`config.mk`:
```
export PLATFORM = sky130hd
export DESIGN_NAME = input_delay_lanes
export DESIGN_NICKNAME = d
export VERILOG_FILES = /design/src/rtl/input_delay_lanes.sv
export SDC_FILE = /design/constraint.sdc
export NUM_CORES = 1
export LEC_CHECK = 0
export BUFFER_PORTS_ARGS = -buffer_cell sky130_fd_sc_hd__buf_4
export CORE_AREA = 2 2 57 59
export CTS_BUF_LIST = sky130_fd_sc_hd__clkbuf_2
export CTS_CLUSTER_DIAMETER = 40
export CTS_CLUSTER_SIZE = 25
export DETAILED_ROUTE_END_ITERATION = 10
export DIE_AREA = 0 0 59 61
export PLACE_DENSITY = 0.79
export SLEW_MARGIN = 20
export SYNTH_ARGS = -nofsm -noshare
export SYNTH_HDL_FRONTEND = slang
export SYNTH_SLANG_ARGS = --single-unit
```
`constraint.sdc`:
```
create_clock -name clk -period 2.1 [get_ports clk]
set_input_delay 0 -clock clk [delete_from_list [all_inputs] [get_ports clk]]
set_output_delay 0 -clock clk [all_outputs]
set_load 0.02 [all_outputs]
```
`src/rtl/input_delay_lanes.sv`:
```
// Per-lane input delay tuning.
//
// Each data bit passes through its own delay_unit. All WIDTH bits of a lane share one
// thermometer-coded tap select. A small command FSM steps one lane's tap up or down,
// or zeroes every lane. After each command the FSM waits for the delay line to settle
// and then pulses ack.
//
// Ports:
//   clk, rst                    clock; asynchronous active-high reset
//   data_in / data_out          LANES*WIDTH bits; lane n occupies [n*WIDTH +: WIDTH]
//   idelay_rst                  command: zero all lane taps (wins over idelay_ce)
//   idelay_ce                   command: step the tap of idelay_lane
//   idelay_inc                  step direction (1 = increment, 0 = decrement)
//   idelay_lane                 lane targeted by a step
//   busy                        a command is in progress
//   ack                         one-cycle completion pulse
//   sat, err, tap_out           result of the last command; updated with ack

module delay_unit #(
  parameter int unsigned TAPS = 4
) (
  input  logic            din,
  input  logic [TAPS-1:0] sel,
  output logic            dout
);

  // Each stage stands for one technology delay element. Behaviourally it is a buffer,
  // so every tap carries the same logic value. A thermometer sel picks the deepest
  // enabled stage.
  logic [TAPS:0] stage;

  always_comb begin
    stage    = '0;
    stage[0] = din;
    for (int k = 0; k < TAPS; k++) begin
      stage[k+1] = stage[k];
    end
    dout = stage[0];
    for (int k = 0; k < TAPS; k++) begin
      if (sel[k]) begin
        dout = stage[k+1];
      end
    end
  end

endmodule

module input_delay_lanes #(
  parameter int unsigned LANES     = 2,
  parameter int unsigned WIDTH     = 8,
  parameter int unsigned TAPS      = 4,
  parameter int unsigned SETTLE    = 4,
  parameter int unsigned LANE_BITS = 1
) (
  input  logic                         clk,
  input  logic                         rst,
  input  logic [LANES*WIDTH-1:0]       data_in,
  output logic [LANES*WIDTH-1:0]       data_out,
  input  logic                         idelay_rst,
  input  logic                         idelay_ce,
  input  logic                         idelay_inc,
  input  logic [LANE_BITS-1:0]         idelay_lane,
  output logic                         busy,
  output logic                         ack,
  output logic                         sat,
  output logic                         err,
  output logic [$clog2(TAPS+1)-1:0]    tap_out
);

  localparam int unsigned TW = $clog2(TAPS + 1);
  localparam int unsigned CW = $clog2(SETTLE + 1);

  typedef enum logic [1:0] {StIdle, StApply, StWait} state_e;

  state_e                       state_q, state_d;
  logic [CW-1:0]                cnt_q, cnt_d;
  logic                         cmd_rst_q, cmd_rst_d;
  logic                         cmd_inc_q, cmd_inc_d;
  logic [LANE_BITS-1:0]         cmd_lane_q, cmd_lane_d;
  logic [LANES-1:0][TW-1:0]     tap_q, tap_d;
  logic [LANES-1:0][TAPS-1:0]   sel_q, sel_d;
  // Result computed in APPLY, published on ack.
  logic                         res_sat_q, res_sat_d;
  logic                         res_err_q, res_err_d;
  logic [TW-1:0]                res_tap_q, res_tap_d;
  logic                         ack_q, ack_d;
  logic                         sat_q, sat_d;
  logic                         err_q, err_d;
  logic [TW-1:0]                tap_out_q, tap_out_d;
  logic                         lane_hit;

  always_comb begin
    state_d    = state_q;
    cnt_d      = cnt_q;
    cmd_rst_d  = cmd_rst_q;
    cmd_inc_d  = cmd_inc_q;
    cmd_lane_d = cmd_lane_q;
    tap_d      = tap_q;
    res_sat_d  = res_sat_q;
    res_err_d  = res_err_q;
    res_tap_d  = res_tap_q;
    ack_d      = 1'b0;
    sat_d      = sat_q;
    err_d      = err_q;
    tap_out_d  = tap_out_q;
    lane_hit   = 1'b0;

    // The sel registers trail the tap counters by one cycle.
    for (int l = 0; l < LANES; l++) begin
      for (int k = 0; k < TAPS; k++) begin
        sel_d[l][k] = (tap_q[l] > TW'(k));
      end
    end

    unique case (state_q)
      StIdle: begin
        if (idelay_rst || idelay_ce) begin
          cmd_rst_d  = idelay_rst;
          cmd_inc_d  = idelay_inc;
          cmd_lane_d = idelay_lane;
          state_d    = StApply;
        end
      end
      StApply: begin
        state_d = StWait;
        cnt_d   = '0;
        if (cmd_rst_q) begin
          tap_d     = '0;
          res_sat_d = 1'b0;
          res_err_d = 1'b0;
          res_tap_d = '0;
        end else begin
          res_sat_d = 1'b0;
          res_err_d = 1'b0;
          for (int l = 0; l < LANES; l++) begin
            if (cmd_lane_q == LANE_BITS'(l)) begin
              lane_hit = 1'b1;
              if (cmd_inc_q) begin
                if (tap_q[l] < TW'(TAPS)) tap_d[l] = tap_q[l] + TW'(1);
                else                      res_sat_d = 1'b1;
              end else begin
                if (tap_q[l] != '0) tap_d[l] = tap_q[l] - TW'(1);
                else                res_sat_d = 1'b1;
              end
              res_tap_d = tap_d[l];
            end
          end
          // A lane index beyond LANES touches nothing and keeps the reported tap.
          if (!lane_hit) begin
            res_err_d = 1'b1;
            res_sat_d = 1'b0;
            res_tap_d = tap_out_q;
          end
        end
      end
      StWait: begin
        if (cnt_q == CW'(SETTLE)) begin
          state_d   = StIdle;
          ack_d     = 1'b1;
          sat_d     = res_sat_q;
          err_d     = res_err_q;
          tap_out_d = res_tap_q;
        end else begin
          cnt_d = cnt_q + CW'(1);
        end
      end
      default: state_d = StIdle;
    endcase
  end

  always_ff @(posedge clk or posedge rst) begin
    if (rst) begin
      state_q    <= StIdle;
      cnt_q      <= '0;
      cmd_rst_q  <= 1'b0;
      cmd_inc_q  <= 1'b0;
      cmd_lane_q <= '0;
      tap_q      <= '0;
      sel_q      <= '0;
      res_sat_q  <= 1'b0;
      res_err_q  <= 1'b0;
      res_tap_q  <= '0;
      ack_q      <= 1'b0;
      sat_q      <= 1'b0;
      err_q      <= 1'b0;
      tap_out_q  <= '0;
    end else begin
      state_q    <= state_d;
      cnt_q      <= cnt_d;
      cmd_rst_q  <= cmd_rst_d;
      cmd_inc_q  <= cmd_inc_d;
      cmd_lane_q <= cmd_lane_d;
      tap_q      <= tap_d;
      sel_q      <= sel_d;
      res_sat_q  <= res_sat_d;
      res_err_q  <= res_err_d;
      res_tap_q  <= res_tap_d;
      ack_q      <= ack_d;
      sat_q      <= sat_d;
      err_q      <= err_d;
      tap_out_q  <= tap_out_d;
    end
  end

  assign busy    = (state_q != StIdle);
  assign ack     = ack_q;
  assign sat     = sat_q;
  assign err     = err_q;
  assign tap_out = tap_out_q;

  for (genvar l = 0; l < LANES; l++) begin : g_lane
    for (genvar b = 0; b < WIDTH; b++) begin : g_bit
      delay_unit #(
        .TAPS (TAPS)
      ) u_delay (
        .din  (data_in[l*WIDTH+b]),
        .sel  (sel_q[l]),
        .dout (data_out[l*WIDTH+b])
      );
    end
  end

endmodule

```
==> results of run 1 <==
[routing by layer]
metal	wire (um)	part of all wire (%)	vias up
li1	-	-	509
met1	1130	43	508
met2	1320	50	35
met3	153	5.8	6
met4	14	0.53	0
met5	0	0	-
[flip-flops by register name, summed over array words and instances (netlist names)]
signal	flops
tap_q	6
cnt_q	3
res_tap_q	3
tap_out	3
state_q	2
ack	1
cmd_inc_q	1
cmd_lane_q	1
cmd_rst_q	1
res_sat_q	1
sat	1
[cell type report]
type	instances	area, um2	share of cell area [%]
timing repair buffer	17	143	9.28
clock inverter	1	5.00	0.326
clock buffer	3	15.0	0.977
inverter	10	37.5	2.44
multi-input combinational	99	719	46.8
sequential	23	576	37.5
tap	33	41.3	2.69
[cell usage in the layout, fill, tap and decap left out, types with 2 or more instances in the layout]
cell type	n
dfrtp_1	23
nand3_1	2
o21a_1	2
a221oi_2	2
a21oi_1	6
clkbuf_2	3
nand2_1	17
a211oi_1	2
nand2b_1	4
o21ai_0	7
nand3b_1	2
nor3_1	4
nor2_1	4
inv_1	9
mux2_1	6
o21ai_1	2
nor4b_1	2
nor2_2	3
buf_4	11
ha_1	8
a22o_1	5
dlygate4sd3_1	6
[power by group through the flow]
| stage | clock network (mW) | logic, mW | registers [mW] |
|---|---|---|---|
| floorplan | 0 | 0.982 | 0.777 |
| global placement | 0 | 0.942 | 0.893 |
| detailed placement | 0 | 0.990 | 0.917 |
| CTS | 0.185 | 1.02 | 0.907 |
| global route | 0.210 | 1.14 | 0.942 |
| finish | 0.182 | 1.01 | 0.909 |
[final timing paths]
kind,slack [ns],to,depth (start not counted)
worst max-delay path,0.41,cmd_rst_q,4
worst min-delay path,0.000009,data_out[12],0
worst max register to register,0.41,cmd_rst_q,4
worst min register to register,0.51,res_tap_q[1],2
max in group asynchronous,1.23,tap_q[2],3
min in group asynchronous,0.35,tap_q[3],3
[cells by family (layout without fill, tap and decap cells)]
| logic type | after synthesis | after routing | share of synthesized area [%] |
|---|---|---|---|
| flip-flops | 23 | 23 | 38.1 |
| AND/OR/NAND/NOR | 48 | 48 | 18.5 |
| XOR/XNOR | 1 | 1 | 0.580 |
| other | 1 | 1 | 0.248 |
| buffers and inverters | 34 | 31 | 14.3 |
| AO/OA/AOI/OAI | 34 | 34 | 16.6 |
| multiplexers | 7 | 7 | 5.13 |
| adder cells (fa/ha/maj) | 8 | 8 | 6.62 |
[per-stage QoR]
stage | setup slack (ns) | hold slack (ns) | util [%] | cell area (um2) | std cells
floorplan | 0.586 | 0.00192 | - | 1510 | 156
global placement | 0.523 | 0.000137 | 49.3 | 1460 | 176
finish | 0.412 | 0.00000884 | 52.0 | 1540 | 186
detailed placement | 0.478 | 0.000137 | 49.3 | 1460 | 176
CTS | 0.426 | 0.000137 | 52.0 | 1540 | 186
global route | 0.289 | 0.0000303 | 52.0 | 1540 | 186
==> impl_metrics.csv, run 1 <==
group,metric,value,unit
status,status,"completed",
global_route,busiest_layer,"met2",
timing,fmax,592,MHz
timing,tightest_slew,0.853,ns
setup_path,r2r-start,"state_q[0]",
yosys,syn_nets,186,
clock_network,cts_tree,"built",
setup_path,crit_family,"flip-flops",
power,p_seq_share,43.2,%
timing,slew_headroom,43.1,%
timing,slew_viol_final,0,
cells_and_area,area_growth,1.66,%
yosys,synth_area_leaders,"dfrtp_1, buf_4, ha_1, mux2_1, nand2_1",
clock_network,numCtsBuffers,3,
route,drcViolationCount,0,
power,p_switching,0.945,mW
die,ioPinCount,45,
yosys,synth_cell_types,45,
cells_and_area,final_nets,184,
yosys,synthArstFlopShare,100,%
cells_and_area,drive_gt1_share,19.0,%
setup_path,crit_required,2.37,ns
power,p_leak,0.724,nW
setup_path,endpoint_kind,"register",
timing,setup_tns,0,ns
yosys,syn_area,1510,um2
clock_network,cts-root-buf,"clkbuf_2",
min_path,hold_start,"data_in[12]",
global_route,grt_antenna_before_repair,0,
setup_path,critPathMaxFanout,12,
timing,finalSetupViolCount,0,
power,ir_worst_vdd,0.839,mV
route,antenna_left,0,
setup_path,cp.arrival,1.95,ns
route,dr.pass1.iters,4,
clock_network,cts_resized,0,
power,p_int,1.16,mW
placed_design,portBuffers,11,
timing,finalCriticalPeriod,1.69,ns
setup_path,path_cells,"nor2_2, nand2_1, a22o_1, dlygate4sd3_1",
placed_design,place.gp.congestion,0.798,
timing,min_period_over_period,80.4,%
clock_network,clkTransAtPathRegs,0.22,ns
setup_path,crit_path_max_incr_delay,0.57,ns
global_route,grtUsageMet3,5.33,%
timing,rsz0062_at_grt,"no",
min_path,hp-class,"in -> out",
route,first_iter_violations,20,
die,fp-row-count,20,
power,total_power,2.10,mW
yosys,synthCells,156,
setup_path,path_buf_inv,1,
cells_and_area,diodes,0,
die,start_util,51.2,%
route,totalWireLength,2620,um
power,pwr-share-clk,8.6,%
cells_and_area,fillers,272,
run,maxCapViolCount,0,
setup_path,critPathKind,"reg -> reg",
route,avgViaCountPerCell,5.69,
power,comb_power_share,48.2,%
clock_network,cts_hold_buf,6,
global_route,first_global_vias,1052,
setup_path,crit_path_top_delay_cell,"dfrtp_1",
global_route,grtUsageTotal,16.5,%
yosys,yosysSeqAreaShare,38.1,%
power,powerDensity,1370,nW/um2
yosys,synth_area_per_cell,9.69,um2
timing,fin_skew,0.00837,ns
route,wl_per_cell,14.1,um
clock_network,cts_setup_buffers,0,
yosys,synthTopCellsByCount,"dfrtp_1, buf_4, nand2_1, inv_1, ha_1",
global_route,grt_max_degree,24,
timing,final_hold_viol_count,0,
yosys,synth_edf_count,0,
placed_design,hpwl,1920,um
clock_network,htreeDepth,1,
global_route,grt_pass1_wl,4530,um
yosys,yosys.area.top_type,"dfrtp_1",
yosys,netlist.area_leader.share,38.1,%
yosys,ys.flop_type,"dfrtp_1",
global_route,grt-ovfl-total,0,
die,die_w,59,um
die,die_area,3600,um2
yosys,synth_warnings,0,
global_route,met2_usage,28.7,%
power,swShare,44.9,%
route,num_vias,1058,
clock_network,worstSkewPairLatency,0.34,ns
clock_network,clk_path_buf_depth,2,
yosys,yosysMostFrequentCell,"dfrtp_1",
yosys,ys_ff_latch,23,
global_route,grt_use_met1,19.2,%
clock_network,clkSinkCount,23,
die,design.core.area,2950,um2
die,fp.dieH,61,um
setup_path,startpoint_type,"register",
setup_path,crit_path_start,"state_q[0]",
(Power assumes the default switching activity.)
==> run 2, diff against run 1 <==
Settings changed: CORE_AREA 2 2 57 59 to 2 2 60 62, DIE_AREA 0 0 59 61 to 0 0 62 64, PLACE_DENSITY 0.79 to 0.75.
Clock period 2.1 ns to 1.49 ns, I/O delays scaled along.
==> run 2 against run 1 <==
The flow now finishes with violations (setup timing). Cell area is 9.8% higher. Wire length rose by 9.9%. Sequential power increased by 28%. Non-clock buffer count grew 10. Combinational power is 84% higher. Clock power up 38%. Flip-flop and latch count unchanged. Die area is 10% higher.
==> impl_metrics.csv, run 2 (same netlist as run 1, synthesis figures left out) <==
group,metric,value,unit
status,status,"finished, violations left",
status,violations,"setup timing",
power,swShare,43.2,%
route,num_vias,1140,
timing,setup_ws,-0.0160,ns
clock_network,clkTransAtPathRegs,0.23,ns
die,die_area,3970,um2
route,antenna_left,0,
clock_network,clk_path_buf_depth,2,
timing,finalSetupViolCount,1,
setup_path,startpoint_type,"register",
route,totalWireLength,2880,um
route,avgViaCountPerCell,5.45,
timing,min_period_over_period,101,%
route,dr.pass1.iters,4,
global_route,grt-ovfl-total,0,
power,p_seq_share,35.5,%
die,start_util,46.0,%
die,design.core.area,3280,um2
placed_design,hpwl,2130,um
route,drcViolationCount,0,
global_route,grt_max_degree,24,
route,wl_per_cell,13.8,um
timing,final_hold_viol_count,0,
cells_and_area,final_nets,194,
timing,setup_tns,-0.0160,ns
global_route,grt_antenna_before_repair,0,
min_path,hp-class,"in -> out",
cells_and_area,drive_gt1_share,31.3,%
power,p_int,1.86,mW
cells_and_area,final_common_cell,"dfrtp_1",
timing,slew_viol_final,0,
die,fp-row-count,21,
placed_design,place.gp.congestion,0.784,
route,first_iter_violations,77,
power,p_leak,0.778,nW
cells_and_area,finalInstanceArea,1690,um2
cells_and_area,multi_input_area,768,um2
run,maxCapViolCount,0,
cells_and_area,fillers,300,
global_route,grt_pass1_wl,4800,um
setup_path,critPathMaxFanout,3,
clock_network,clkSinkCount,23,
clock_network,cts-root-buf,"clkbuf_2",
setup_path,crit_required,1.78,ns
power,ir_worst_vdd,1.10,mV
timing,fin_skew,0.0155,ns
cells_and_area,area_growth,11.6,%
clock_network,htreeDepth,1,
setup_path,cp.arrival,1.79,ns
power,pwr-share-clk,7.7,%
cells_and_area,seq_area,576,um2
power,powerDensity,1940,nW/um2
placed_design,portBuffers,11,
timing,fmax,664,MHz
clock_network,numCtsBuffers,3,
setup_path,critPathKind,"reg -> reg",
cells_and_area,diodes,0,
setup_path,endpoint_kind,"register",
power,comb_power_share,56.8,%
global_route,grtUsageTotal,15.7,%
power,p_switching,1.41,mW
cells_and_area,final_cell_mix,"dfrtp_1, buf_4, nand2_1",
cells_and_area,regMostFlops,"tap_q",
cells_and_area,largest_register_ffs,6,
clock_network,cts_tree,"built",
global_route,first_global_vias,1104,
die,die_w,62,um
timing,finalCriticalPeriod,1.51,ns
placed_design,placed_area,1550,um2
timing,rsz0062_at_grt,"yes",
die,ioPinCount,45,
die,fp.dieH,64,um
clock_network,worstSkewPairLatency,0.34,ns
-- run 2: cell types whose count changed in the layout (fill, tap and decap cells not counted), moves of 2 or more --
cell   change
buf_4     +10
ha_1       -4
ha_2       +2
ha_4       +2
inv_1      -4
inv_2      +4
-- run 2: power groups by stage --
stage / clock (mW) / sequential, mW / combinational (mW)
after floorplan: 0 / 1.10 / 1.39
after global routing: 0.305 / 1.19 / 2.05
final: 0.252 / 1.16 / 1.86
after detailed placement: 0 / 1.16 / 1.67
after global placement: 0 / 1.14 / 1.60
after CTS: 0.267 / 1.16 / 1.83
-- run 2: layer usage --
layer  GRT usage (%)  wire (um)  vias up
met5               0          0        -
met4            4.26         73        0
met3            4.45        177       18
met2            26.3       1410       42
met1            19.1       1210      542
li1                -          -      538
-- run 2: layout make-up --
type	instances	share of cell area, %
Sequential cell	23	34.1
Timing Repair Buffer	27	13.5
Multi-Input combinational cell	99	45.5
Inverter	10	2.23
Clock buffer	3	0.890
Tap cell	46	3.41
Clock inverter	1	0.297
-- run 2: final timing paths --
check / start / slack [ns] / endpoint / depth (start not counted)
worst max-delay path: tap_q[4] / -0.02 / res_tap_q[0] / 6
worst min-delay path: data_in[4] / 0.000007 / data_out[4] / 0
worst max register to register: tap_q[4] / -0.02 / res_tap_q[0] / 6
worst min register to register: res_tap_q[1] / 0.52 / tap_out[1] / 1
max in group asynchronous: rst / 1.03 / cmd_lane_q / 4
min in group asynchronous: rst / 0.22 / ack / 4
-- run 2: metrics by stage --
step           setup slack [ns]  hold slack (ns)  total power [mW]  instances  utilization [%]
6_report                -0.0160       0.00000650              3.28        209             51.4
3_3_place_gp           -0.00309         0.000137              2.74        197             47.1
2_1_floorplan           -0.0185          0.00192              2.48        156                -
5_1_grt                 -0.0730        0.0000292              3.54        209             51.4
3_5_place_dp            -0.0489         0.000137              2.83        197             47.1
4_1_cts                 -0.0137         0.000137              3.25        208             50.9
-- run 2: repair_timing --
action | in CTS | in global routing
gates resized for setup | 8 | 4
setup buffers | 2 | 1
endpoints found under the setup margin | 7 | 7
pin swaps | 5 | 1
hold endpoints to repair | 27 | 0
hold buffers | 5 | 0
-- run 2: critical path: stages (launching register included) --
cell and delay [ns]:
dfrtp_1 0.45, inv_2 0.08, ha_4 0.14, or3b_4 0.38, and2_4 0.15, xnor2_1 0.11, o211ai_1 0.15
==> run 3, diff against run 2 <==
Settings changed: CELL_PAD_IN_SITES_DETAIL_PLACEMENT set to 1, CELL_PAD_IN_SITES_GLOBAL_PLACEMENT set to 2, CORE_AREA 2 2 60 62 to 2 2 76 78, DIE_AREA 0 0 62 64 to 0 0 78 80, PLACE_DENSITY 0.75 to unset, PLACE_DENSITY_LB_ADDON set to 0.1.
==> run 3 against run 2 <==
The run still ends with setup timing left. First-iteration DRC count down 66%. Sequential share of layout area down 1.8 points. Combinational power up 8%. Flip-flop and latch count unchanged. Worst hold slack about the same. Via count down 4.5%. Largest power group unchanged.
==> impl_metrics.csv, run 3 (same netlist as run 1, synthesis figures left out) <==
group,metric,value,unit
clock_network,clk_path_buf_depth,2,
clock_network,clkTransAtPathRegs,0.24,ns
min_path,hold_end,"data_out[10]",
route,wl_per_cell,15.2,um
die,fp.dieH,80,um
timing,final_hold_viol_count,0,
setup_path,r2r_slack,-0.04,ns
route,drcViolationCount,0,
global_route,grtUsageTotal,12.0,%
setup_path,reg2reg_depth,6,
cells_and_area,final_cell_mix,"dfrtp_1, buf_4, nand2_1",
timing,setup_tns,-0.0398,ns
route,dr.pass1.iters,3,
die,fp-row-count,27,
route,num_vias,1089,
cells_and_area,fin_cells,238,
global_route,grt_max_degree,24,
cells_and_area,diodes,0,
clock_network,numCtsBuffers,3,
timing,setup_ws,-0.0358,ns
placed_design,placed_area,1610,um2
setup_path,worstReg2RegEnd,"res_tap_q[0]",
die,ioPinCount,45,
timing,fin_skew,0.00650,ns
timing,finalCriticalPeriod,1.53,ns
clock_network,cts_tree,"built",
route,antenna_left,0,
setup_path,path_cells,"inv_2, ha_4, or3b_4, and2_4, xnor2_2, o211ai_1",
setup_path,cp.arrival,1.82,ns
timing,min_period_over_period,102,%
cells_and_area,area_growth,17.6,%
setup_path,endpoint_kind,"register",
setup_path,path_buf_inv,1,
timing,whs,0.00000883,ns
setup_path,critPathMaxFanout,2,
cells_and_area,largest_register_ffs,6,
setup_path,crit_required,1.79,ns
route,first_iter_violations,26,
placed_design,portBuffers,11,
setup_path,crit_family,"simple AND/OR/NAND/NOR gates",
timing,slew_viol_final,0,
die,start_util,28.0,%
global_route,first_global_vias,1179,
power,powerDensity,1940,nW/um2
global_route,grt_pass1_wl,5950,um
cells_and_area,final_common_cell,"dfrtp_1",
timing,rsz0062_at_grt,"yes",
global_route,grt_antenna_before_repair,0,
placed_design,hpwl,2660,um
power,p_leak,0.815,nW
status,violations,"setup timing",
cells_and_area,final_nets,197,
clock_network,worstSkewPairLatency,0.35,ns
clock_network,htreeDepth,1,
cells_and_area,regMostFlops,"tap_q",
placed_design,dp_cells,227,
clock_network,cts-root-buf,"clkbuf_2",
cells_and_area,finalInstanceArea,1780,um2
die,design.core.area,5410,um2
clock_network,clkSinkCount,23,
cells_and_area,drive_gt1_share,33.7,%
global_route,grt-ovfl-total,0,
route,totalWireLength,3620,um
setup_path,startpoint_type,"register",
die,die_area,6240,um2
power,ir_worst_vdd,0.543,mV
power,total_power,3.45,mW
run,maxCapViolCount,0,
min_path,hold_start,"data_in[10]",
timing,finalSetupViolCount,2,
die,die_w,78,um
setup_path,critPathKind,"reg -> reg",
min_path,holdPathStages,0,
setup_path,crit_path_max_incr_delay,0.44,ns
setup_path,crit_path_top_delay_cell,"dfrtp_1",
setup_path,r2r-start,"tap_q[3]",
placed_design,place.gp.congestion,0.716,
timing,fmax,655,MHz
route,avgViaCountPerCell,4.58,
min_path,hp-class,"in -> out",
status,status,"finished, violations left",
## run 3: timing repair
action / 4_1_cts / 5_1_grt
pin swaps: 6 / 10
hold buffers: 5 / 0
resized for setup: 10 / 9
endpoints found under the hold margin: 27 / 0
setup buffers: 1 / 1
setup endpoints to repair: 7 / 9
## run 3: final cells by class
class,count,area [um2]
clock buffer,3,15.0
clock inverter,1,5.00
fill,623,3630
inverter,10,37.5
multi-input combinational,99,797
sequential,23,576
tap,72,90.1
timing repair buffer,30,258
## run 3: per-layer routing
metal	global-route usage (%)	up-vias	routed length, um
met5	0	-	0
met4	5.09	0	76
met3	2.26	12	149
met2	20.3	17	1730
met1	15.1	524	1660
li1	-	536	-
## run 3: worst max-delay path by stage
stage / start / end / slack (ns) / cells past startpoint
after floorplan: tap_q[3] / res_tap_q[0] / -0.02 / 6
after global routing: tap_q[0] / tap_q[0] / -0.09 / 6
after CTS: tap_q[3] / res_tap_q[0] / -0.07 / 6
final: tap_q[3] / res_tap_q[0] / -0.04 / 6
after global placement: tap_q[3] / res_tap_q[0] / -0.11 / 6
after detailed placement: tap_q[3] / res_tap_q[0] / -0.10 / 6
## run 3: worst register-to-register path, cell delays in order (launching register included)
cell and delay, ns:
dfrtp_1 0.44, inv_2 0.09, ha_4 0.14, or3b_4 0.37
and2_4 0.16, xnor2_2 0.13, o211ai_1 0.15
## run 3: metrics by stage
step / worst slack [ns] / util [%]
2_1_floorplan: -0.0185 / -
3_3_place_gp: -0.114 / 29.8
3_5_place_dp: -0.101 / 29.8
4_1_cts: -0.0700 / 32.0
5_1_grt: -0.0908 / 32.9
6_report: -0.0358 / 32.9
## run 3: power breakdown
group	switching, mW	total, mW	internal (mW)
clock	0.208	0.269	0.0609
sequential	0.315	1.18	0.862
combinational	1.01	2.00	0.995
total	1.53	3.45	1.92
